**config.mk**
```make
export PLATFORM = sky130hd
export DESIGN_NAME = uart_rx
export DESIGN_NICKNAME = d
export VERILOG_FILES = /design/src/rtl/uart_pkg.sv /design/src/rtl/uart_sync.sv /design/src/rtl/uart_rx.sv
export SDC_FILE = /design/constraint.sdc
export NUM_CORES = 1
export LEC_CHECK = 0
export CORE_MARGIN = 3
export CORE_UTILIZATION = 45
export CTS_CLUSTER_DIAMETER = 80
export DETAILED_ROUTE_END_ITERATION = 10
export HOLD_SLACK_MARGIN = 0.02
export PLACE_DENSITY_LB_ADDON = 0.08
export SETUP_SLACK_MARGIN = 0.5
export SYNTH_ARGS = -nofsm -noshare
export SYNTH_HDL_FRONTEND = slang
export SYNTH_SLANG_ARGS = --single-unit
```
**constraint.sdc**
```tcl
create_clock -name clk -period 3.15 [get_ports clk]
set_input_delay 0.315 -clock clk [delete_from_list [all_inputs] [get_ports clk]]
set_output_delay 0.315 -clock clk [all_outputs]
set_load 0.01 [all_outputs]
```
**src/rtl/uart_pkg.sv**
```systemverilog
// Shared types and helpers for the UART receive path.
// The state encoding is common to anything that observes the receiver FSM.
package uart_pkg;

  typedef enum logic [2:0] {
    IDLE,
    START,
    DATA,
    STOP,
    WAIT_HIGH
  } uart_state_t;

  localparam int UART_DATA_BITS = 8;

  // Offset of the mid-bit sample point, counted from the detected start edge
  function automatic int half_bit(input int clks);
    return (clks - 1) / 2;
  endfunction

endpackage

```
**src/rtl/uart_sync.sv**
```systemverilog
// Two-flop synchroniser for asynchronous inputs. The reset value is chosen
// per use, so an idle-high line does not look active coming out of reset.
module uart_sync #(
  parameter int   WIDTH     = 1,
  parameter logic RESET_VAL = 1'b1
) (
  input  logic             clk,
  input  logic             rst,
  input  logic [WIDTH-1:0] async_in,
  output logic [WIDTH-1:0] sync_out
);

  genvar gi;
  generate
    for (gi = 0; gi < WIDTH; gi++) begin : gen_bit
      logic meta_reg;
      logic sync_reg;

      always_ff @(posedge clk) begin
        if (rst) begin
          meta_reg <= RESET_VAL;
          sync_reg <= RESET_VAL;
        end else begin
          meta_reg <= async_in[gi];
          sync_reg <= meta_reg;
        end
      end

      assign sync_out[gi] = sync_reg;
    end
  endgenerate

endmodule

```
**src/rtl/uart_rx.sv**
```systemverilog
// 8N1 UART receiver: mid-bit sampling, LSB first, one-cycle valid and
// framing-error strobes. It leaves a frame halfway through the stop bit.
module uart_rx
  import uart_pkg::*;
#(
  parameter int CLKS_PER_BIT = 87
) (
  input  logic       clk,
  input  logic       rst,
  input  logic       data_in,
  output logic [7:0] byte_recv,
  output logic       data_valid,
  output logic       recv_active,
  output logic       frame_err
);

  localparam int CNT_W = $clog2(CLKS_PER_BIT);
  localparam logic [CNT_W-1:0] HALF_CNT = CNT_W'(half_bit(CLKS_PER_BIT));
  localparam logic [CNT_W-1:0] LAST_CNT = CNT_W'(CLKS_PER_BIT - 1);
  localparam logic [2:0]       LAST_BIT = 3'(UART_DATA_BITS - 1);

  logic                      rx_s;
  uart_state_t               state_reg;
  logic [CNT_W-1:0]          clk_cnt_reg;
  logic [2:0]                bit_idx_reg;
  logic [UART_DATA_BITS-1:0] shift_reg;
  logic [7:0]                byte_reg;
  logic                      valid_reg;
  logic                      active_reg;
  logic                      ferr_reg;

  uart_sync #(
    .WIDTH    (1),
    .RESET_VAL(1'b1)
  ) u_sync (
    .clk     (clk),
    .rst     (rst),
    .async_in(data_in),
    .sync_out(rx_s)
  );

  always_ff @(posedge clk) begin
    if (rst) begin
      state_reg   <= IDLE;
      clk_cnt_reg <= '0;
      bit_idx_reg <= '0;
      shift_reg   <= '0;
      byte_reg    <= '0;
      valid_reg   <= 1'b0;
      active_reg  <= 1'b0;
      ferr_reg    <= 1'b0;
    end else begin
      valid_reg <= 1'b0;
      ferr_reg  <= 1'b0;
      case (state_reg)
        IDLE: begin
          active_reg  <= 1'b0;
          clk_cnt_reg <= '0;
          if (!rx_s) begin
            state_reg  <= START;
            active_reg <= 1'b1;
          end
        end

        START: begin
          if (clk_cnt_reg == HALF_CNT) begin
            clk_cnt_reg <= '0;
            if (!rx_s) begin
              state_reg   <= DATA;
              bit_idx_reg <= '0;
            end else begin
              // Start bit vanished before mid-bit: treat it as a glitch
              state_reg  <= IDLE;
              active_reg <= 1'b0;
            end
          end else begin
            clk_cnt_reg <= clk_cnt_reg + 1'b1;
          end
        end

        DATA: begin
          if (clk_cnt_reg == LAST_CNT) begin
            clk_cnt_reg            <= '0;
            shift_reg[bit_idx_reg] <= rx_s;
            if (bit_idx_reg == LAST_BIT) begin
              state_reg <= STOP;
            end else begin
              bit_idx_reg <= bit_idx_reg + 1'b1;
            end
          end else begin
            clk_cnt_reg <= clk_cnt_reg + 1'b1;
          end
        end

        STOP: begin
          if (clk_cnt_reg == LAST_CNT) begin
            clk_cnt_reg <= '0;
            if (rx_s) begin
              byte_reg   <= shift_reg;
              valid_reg  <= 1'b1;
              state_reg  <= IDLE;
              active_reg <= 1'b0;
            end else begin
              ferr_reg  <= 1'b1;
              state_reg <= WAIT_HIGH;
            end
          end else begin
            clk_cnt_reg <= clk_cnt_reg + 1'b1;
          end
        end

        // A break or stuck-low line must return high before the next start
        WAIT_HIGH: begin
          if (rx_s) begin
            state_reg  <= IDLE;
            active_reg <= 1'b0;
          end
        end

        default: begin
          state_reg  <= IDLE;
          active_reg <= 1'b0;
        end
      endcase
    end
  end

  assign byte_recv   = byte_reg;
  assign data_valid  = valid_reg;
  assign recv_active = active_reg;
  assign frame_err   = ferr_reg;

endmodule

```
==> run summary <==
Status: finished, final reports clean
Seq cells post-synth: 34
Tmin final: 1.87 ns
Commonest non-fill, non-tap cell in the layout: dfxtp_1
Worst relative slew slack: 0.423
Syn_area_per_cell: 9.30 um^2
Sequential share of the synthesized area: 0.407
Clk pin slew, worst setup/hold paths: 0.07 ns
CP Data Required Time: 3.31 ns
Leak: 0.700 nW
Share of cells above drive strength 1: 0.104
CORE AREA: 0.00347 mm^2
Final ANT Viol Nets: 0
Maxcap violations: 0
Slew Limit Fails: 0
Final setup violation count: 0
Worst reg-to-reg setup slack: 1.28 ns
Crit path launch type: flop
DRC Markers: 0
Clk sinks: 34
WL per Instance: 13.6 um
Final Hold Fails: 0
Max VDD drop: 265 uV
Largest net degree at the start of global routing: 25
WS Path Type: reg2reg
Port Buffers: 13
Worst-path fanout max: 8
Critical path endpoint category: flop
Htree depth: 2
Crit path DAT: 2.03 ns
Site row count: 21
Latest clock arrival within the worst-skew pair: 0.29 ns
Synth Net Count: 187
Gr usage total: 0.166
Primary FF master, synth: dfxtp_1
Initial antenna violation count: 0
Count of different cell masters after synthesis: 45
HP Class: reg2reg
# diodes: 0
IO Count: 14
CTS buffer count: 5
Synth warn: 0
Final WS setup: 1.28 ns
Total number of vias: 1312
Post-synth EDFFs: 0
Final worst-path cycle share: 0.592
Chip height: 67.0 um
Initial Utilization: 0.483
Slew @ Worst Pin: 0.865 ns
RSZ-0062 raised after global routing: no
Die footprint: 0.00449 mm^2
Chip Width: 67.0 um
Clock Tree Buf Depth: 2
Global route total overflow: 0
Routability cong.: 0.752
Cells after Synth: 180
Global-route wire length before repair: 5600 um
CTS Hold Buffers Added: 0
HPWL Detailed: 2270 um
Nets@finish: 198
Clock Tree Root: clkbuf_8
Detailed Route Iter0 Violations: 62
Post-Synthesis Cell Area: 0.00167 mm^2
Drt total wl: 3230 um
Ys async rst share: 0
CTS tree: built
Clk_skew: 0.00354 ns
Post-CTS resize count: 0
Max Clk Rate: 536 MHz
TNS Setup: 0 ns
Placement Setup Slack: 1.26 ns
Area growth syn-to-layout: 17.2%
DRT Pass-1 Iters: 4
Setup Buffers After CTS: 0
Cell area power density: 489 mW/mm^2
Vias in the first global route: 1188
Commonest non-fill, non-tap cells in the layout: dfxtp_1 (34), nand2b_1 (21), mux2i_1 (16), clkdlybuf4s50_1 (13), nand2_1 (12)
DR vias/cell: 5.51
==> cells by family after synthesis <==
group,synth area share
compound gates,0.130
simple gates,0.294
fa+ha+maj,0.0299
mux,0.0957
buf+inv,0.0433
flops,0.407
==> power by group <==
group	leakage (nW)	internal, mW	switching (mW)
sequential	0.274	0.432	0.00353
combinational	0.354	0.0120	0.0136
clock	0.0714	0.337	0.160
==> critical path, cell delays in order (launching register included) <==
cell and delay, ns:
dfxtp_1 0.38, nor4b_1 0.55, nand4_1 0.20, a221oi_1 0.48, o2bb2ai_1 0.13
==> stage by stage <==
step | std cells | instance area, um^2 | total power [mW] | hold WS (ns) | utilization
floorplan | 180 | 1670 | 0.464 | 0.389 | -
detailed placement | 230 | 1820 | 0.472 | 0.401 | 0.525
finish | 238 | 1960 | 0.959 | 0.411 | 0.566
global route | 238 | 1960 | 0.987 | 0.423 | 0.566
global placement | 230 | 1820 | 0.471 | 0.396 | 0.525
CTS | 238 | 1960 | 0.967 | 0.415 | 0.566
==> cell usage after synthesis (2+ instances only) <==
library cell / instances / share of area
nand2_1: 12 / 0.027
mux2i_1: 16 / 0.096
o2bb2ai_1: 3 / 0.016
o22ai_1: 3 / 0.011
and2_2: 2 / 0.0090
nor2b_1: 4 / 0.015
nand2b_1: 21 / 0.078
inv_1: 6 / 0.013
o211ai_1: 3 / 0.013
or3_1: 2 / 0.0075
a31oi_1: 3 / 0.011
and2_1: 2 / 0.0075
nand4_1: 4 / 0.015
o221ai_1: 2 / 0.010
a211oi_1: 3 / 0.013
nand3_1: 7 / 0.021
a21oi_1: 7 / 0.021
dfxtp_1: 34 / 0.41
clkbuf_1: 6 / 0.013
nor2_1: 5 / 0.011
ha_1: 4 / 0.030
nor3_1: 7 / 0.021
or2_2: 2 / 0.0075
==> worst paths after layout <==
path | startpoint | to | depth (start not counted)
setup / recovery | clk_cnt_reg[2] | bit_idx_reg[2] | 4
hold / removal | u_sync.gen_bit[0].meta_reg | u_sync.sync_out | 1
setup reg to reg | clk_cnt_reg[2] | bit_idx_reg[2] | 4
hold reg to reg | u_sync.gen_bit[0].meta_reg | u_sync.sync_out | 1
==> final cells by class <==
type                            count  area [um^2]
Fill cell                         325         1510
Multi-Input combinational cell    130          921
Timing Repair Buffer               14          138
Clock buffer                        6         82.6
Inverter                            6         22.5
Clock inverter                      2         60.1
Sequential cell                    34          681
Tap cell                           46         57.6
==> metal layers <==
metal | vias to the layer above | track usage | wire (um)
met5 | - | 0 | 0
met4 | 0 | 0.0608 | 49
met3 | 5 | 0.0573 | 135
met2 | 21 | 0.252 | 1420
met1 | 616 | 0.214 | 1620
li1 | 670 | - | -
Note: power is estimated with default switching activity, not from simulation.
